<file path="src/rtl/linear_pkg.sv">
// Shared types and latency constants for the layer schedulers.
package linear_pkg;

    localparam int MEM_LATENCY  = 1;
    localparam int PIPE_LATENCY = 4;
    localparam int SCHED_DEPTH  = MEM_LATENCY + PIPE_LATENCY;

    typedef enum logic [2:0] {
        IDLE  = 3'd0,
        LOAD  = 3'd1,
        RUN   = 3'd2,
        DRAIN = 3'd3,
        DONE  = 3'd4
    } sched_state_e;

endpackage

</file>
<file path="src/rtl/valid_idx_pipe.sv">
// Shift register carrying (valid, neuron index) alongside a datapath; frozen when shift_en is low.
module valid_idx_pipe #(
    parameter int DEPTH = 5,
    parameter int IDX_W = 8
) (
    input  logic             clk,
    input  logic             rst,
    input  logic             shift_en,
    input  logic             in_valid,
    input  logic [IDX_W-1:0] in_idx,
    output logic             out_valid,
    output logic [IDX_W-1:0] out_idx,
    output logic             pending
);

    logic [DEPTH-1:0]            vld_pipe;
    logic [DEPTH-1:0][IDX_W-1:0] idx_pipe;

    always_ff @(posedge clk or posedge rst) begin
        if (rst) begin
            vld_pipe <= '0;
            idx_pipe <= '0;
        end else if (shift_en) begin
            for (int i = DEPTH - 1; i > 0; i--) begin
                vld_pipe[i] <= vld_pipe[i-1];
                idx_pipe[i] <= idx_pipe[i-1];
            end
            vld_pipe[0] <= in_valid;
            idx_pipe[0] <= in_idx;
        end
    end

    assign out_valid = vld_pipe[DEPTH-1];
    assign out_idx   = idx_pipe[DEPTH-1];

    // Anything still in flight behind the output stage.
    always_comb begin
        pending = 1'b0;
        for (int i = 0; i < DEPTH - 1; i++)
            pending = pending | vld_pipe[i];
    end

endmodule

</file>
<file path="src/rtl/linear_layer_scheduler.sv">
// Sequences one linear-layer pass: per-neuron RAM reads, datapath enable, and result beat tracking.
module linear_layer_scheduler
    import linear_pkg::*;
#(
    parameter int MAX_OUTPUTS  = 256,
    parameter int IDX_W        = $clog2(MAX_OUTPUTS),
    parameter int MEM_LAT      = MEM_LATENCY,
    parameter int PIPE_LAT     = PIPE_LATENCY
) (
    input  logic             clk,
    input  logic             rst,
    input  logic             start,
    input  logic [IDX_W:0]   num_outputs,
    output logic             busy,
    output logic             done,
    output logic             feat_load,
    output logic             mem_rd_en,
    output logic [IDX_W-1:0] mem_addr,
    output logic             dp_ce,
    output logic             out_valid,
    output logic [IDX_W-1:0] out_idx,
    input  logic             out_ready
);

    localparam int DEPTH = MEM_LAT + PIPE_LAT;

    sched_state_e   state, state_nxt;
    logic [IDX_W:0] issue_cnt;
    logic [IDX_W:0] num_q;
    logic           advance;
    logic           issue;
    logic           last_issue;
    logic           pending;

    // A beat held at the output without acceptance freezes the whole pipeline.
    assign advance    = !(out_valid && !out_ready);
    assign issue      = (state == RUN) && advance;
    assign last_issue = (issue_cnt == num_q - 1'b1);

    assign busy      = (state != IDLE);
    assign done      = (state == DONE);
    assign feat_load = (state == LOAD);
    assign mem_rd_en = issue;
    assign mem_addr  = issue_cnt[IDX_W-1:0];
    assign dp_ce     = advance && ((state == RUN) || (state == DRAIN));

    always_ff @(posedge clk or posedge rst) begin
        if (rst) begin
            state     <= IDLE;
            issue_cnt <= '0;
            num_q     <= '0;
        end else begin
            state <= state_nxt;
            if (state == IDLE && start) begin
                num_q     <= num_outputs;
                issue_cnt <= '0;
            end else if (issue) begin
                issue_cnt <= issue_cnt + 1'b1;
            end
        end
    end

    always_comb begin
        state_nxt = state;
        unique case (state)
            IDLE:    if (start) state_nxt = LOAD;
            LOAD:    state_nxt = (num_q == '0) ? DONE : RUN;
            RUN:     if (issue && last_issue) state_nxt = DRAIN;
            DRAIN:   if (!pending && advance) state_nxt = DONE;
            DONE:    state_nxt = IDLE;
            default: state_nxt = IDLE;
        endcase
    end

    valid_idx_pipe #(
        .DEPTH (DEPTH),
        .IDX_W (IDX_W)
    ) u_pipe (
        .clk       (clk),
        .rst       (rst),
        .shift_en  (dp_ce),
        .in_valid  (issue),
        .in_idx    (issue_cnt[IDX_W-1:0]),
        .out_valid (out_valid),
        .out_idx   (out_idx),
        .pending   (pending)
    );

endmodule

</file>
<file path="config.mk">
export PLATFORM = sky130hd
export DESIGN_NAME = linear_layer_scheduler
export DESIGN_NICKNAME = d
export VERILOG_FILES = /design/src/rtl/linear_pkg.sv /design/src/rtl/valid_idx_pipe.sv /design/src/rtl/linear_layer_scheduler.sv
export SDC_FILE = /design/constraint.sdc
export NUM_CORES = 1
export LEC_CHECK = 0
export CAP_MARGIN = 20
export CORE_MARGIN = 4
export CORE_UTILIZATION = 40
export CTS_CLUSTER_DIAMETER = 50
export CTS_CLUSTER_SIZE = 10
export DETAILED_ROUTE_END_ITERATION = 8
export HOLD_SLACK_MARGIN = 0.1
export PLACE_DENSITY_LB_ADDON = 0.3
export SETUP_SLACK_MARGIN = 0.5
export SLEW_MARGIN = 10
export SYNTH_ARGS = -nofsm -noshare
export SYNTH_HDL_FRONTEND = slang
export SYNTH_SLANG_ARGS = --single-unit
</file>
<file path="constraint.sdc">
create_clock -name clk -period 2.4 [get_ports clk]
set_input_delay 0.24 -clock clk [delete_from_list [all_inputs] [get_ports clk]]
set_output_delay 0.24 -clock clk [all_outputs]
set_load 0.01 [all_outputs]
</file>
==> flow_summary.yaml <==
worst_setup_path:
  critical_path.max_fanout: 7
  worstSetupEndpointType: "output port"
  cp.arrival_ps: 1580
  crit_family: "buffers and inverters"
  cp_num_buf_inv: 2
  crit_type: "flop to output port"
  crit_chain: "buf_12 -> or3_1 -> dlygate4sd2_1"
  cp.required_ps: 2160
  ff2ff_setup_slack_ps: 610
  cp_slowest_cell: "dfrtp_2"
  crit_path_start_kind: "flop"
  critPathMaxStageDelay_ps: 430
timing:
  period_share: 0.757
  fin_skew_ps: 7.09
  setup_viol: 0
  final.setup.worst_slack_ps: 582
  grt_setup_unrepaired: "false"
  setup_tns_ps: 0
  hold_viol: 0
  slew_headroom: 0.565
  report.final.slew_viol_count: 0
  timing.fmax_ghz: 0.550
  min_period_ps: 1820
  timing.hold.ws_ps: 306
  tightest_slew_ps: 651
cells_and_area:
  drive_above_1_share: 0.134
  area_growth_pct: 23.3
  final_cell_mix: "nand2_1 (133), dfrtp_1 (60), clkdlybuf4s50_1 (29)"
  final_common_cell: "nand2_1"
  fin_nets: 377
  antennaDiodeCount: 0
global_routing:
  grt-ovfl-total: 0
  grt_use_total: 0.134
  grt_pass1_vias: 2029
  grt_pass1_wl_mm: 9.50
  grt_max_degree: 46
  antenna_found_initial: 0
power_and_ir_drop:
  irDropWorstVdd_uv: 537
  p_leak_nw: 1.89
  power_mw: 4.76
  powerDensity_nw_per_um2: 1250
clock_tree:
  ctsHoldBuffers: 0
  numCtsBuffers: 9
  clk_latency_ps: 350
  cts_root_buffer: "clkbuf_8"
  clkTransAtPathRegs_ps: 80
  clockBufferDepth: 2
  h-tree-depth: 3
  clock_sinks: 66
  tritoncts: "yes"
floorplan:
  die_w_um: 95.7
  row_count: 31
  io_pins: 35
  die_y_um: 95.7
  initial_core_util: 0.417
  die-area_um2: 9160
  core_um2: 7370
yosys:
  syn_area_um2: 3080
  synthesis.nets: 348
  synthCells: 332
  syn_area_per_cell_um2: 9.27
  yosys_warnings: 0
  synth_edf_count: 0
  ys_types: 40
  synth_top_cells_by_area: "dfrtp_1 (54%), nand2_1 (16%), buf_4 (4.1%), xor2_1 (3.1%), mux2_1 (2.9%)"
  ys.flop_type: "dfrtp_1"
  synth.top_cell.area_share: 0.537
  async_flop_share: 1.00
  yosysSeqAreaShare: 0.537
  ys_ff_latch: 66
  yosysTopAreaCell: "dfrtp_1"
place:
  gp_congestion: 0.738
  hpwl_mm: 3.61
  port_buffers: 34
  pre_cts_ws_ps: 446
drt:
  drt-total-wl_mm: 5.68
  num_vias: 2160
  vias_per_cell: 4.65
  wl_per_cell_um: 12.2
  drc_errors: 0
  first_pass_iters: 4
  drt_iter0_drc: 69
  ant_nets: 0
worst_hold_path:
  hold_path_class: "primary input to asynchronous set/reset pin"
run_status:
  outcome: "complete, no violations"
flow_run:
  drv_cap: 0
==> per-layer routing <==
metal,vias to the layer above,global-route usage,share of wire
li1,1096,-,-
met1,1024,0.172,0.47
met2,38,0.213,0.48
met3,2,0.0539,0.049
met4,0,0.0320,0.0021
met5,-,0,0
==> layout make-up <==
cell class,count,area (um^2)
clock inverters,6,114
fillers,690,3580
clock buffers,10,128
flip-flops and latches,66,1660
inverters,7,26.3
well taps,99,124
repair buffers,48,475
multi-input cells,229,1270
==> cells in the mapped netlist, types with 2 or more instances <==
cell,n
a21oi_1,4
mux2_1,8
nand2b_1,4
nand2_1,133
clkbuf_1,11
nor4_1,2
inv_1,5
ha_1,3
nor2_1,17
and3_1,2
buf_2,2
xor2_1,11
nand3_1,5
or3_1,2
nand3b_1,2
buf_4,17
dfrtp_1,66
nand4_1,3
o21ai_1,3
or4_1,2
xnor2_1,7
nor2b_1,3
mux2i_1,3
==> state kept, by name, indices dropped and copies added (netlist names) <==
name and flops:
issue_cnt 9, u_pipe.out_idx 8, state 3, u_pipe.vld_pipe 5, num_q 9, u_pipe.idx_pipe 32
==> cell families (layout without fill, tap and decap cells) <==
| group | after synthesis | count (layout) | synth area share |
|---|---|---|---|
| AO/OA/AOI/OAI | 13 | 13 | 0.0285 |
| XOR/XNOR | 18 | 18 | 0.0512 |
| adder cells (fa/ha/maj) | 3 | 3 | 0.0122 |
| buffers and inverters | 37 | 71 | 0.0667 |
| flip-flops | 66 | 66 | 0.537 |
| multiplexers | 11 | 11 | 0.0390 |
| AND/OR/NAND/NOR | 184 | 184 | 0.266 |
==> path summary, 6_finish.rpt <==
path,end,start,cells after the start
setup / recovery,busy,state[1],3
hold / removal,u_pipe.idx_pipe[23],rst,2
setup reg to reg,num_q[4],state[1],5
hold reg to reg,u_pipe.idx_pipe[30],u_pipe.idx_pipe[22],2
max in group asynchronous,num_q[4],rst,3
min in group clk,num_q[0],num_outputs[0],3
==> report_power, final <==
part / internal [mW] / switching, mW / leakage, nW
Clock: 0.694 / 0.434 / 0.113
Sequential: 1.48 / 0.349 / 0.856
Combinational: 0.834 / 0.965 / 0.919
Total: 3.01 / 1.75 / 1.89
==> worst register-to-register path: stages (launching register included) <==
cell     delay, ps
dfrtp_2        430
buf_12         140
or3_1          370
nor2_1         110
buf_4          270
mux2_1         360
==> what timing repair did <==
action	CTS	global route
setup endpoints to repair	4	4
setup buffers	0	7
pin swaps	0	4
resized for setup	7	14
==> through the flow <==
step / instance area (um^2) / std cells / utilization
floorplan: 3080 / 332 / -
global placement: 3430 / 442 / 0.465
detailed placement: 3430 / 442 / 0.465
CTS: 3680 / 458 / 0.500
global route: 3790 / 465 / 0.515
finish: 3790 / 465 / 0.515
(Power assumes the default switching activity.)
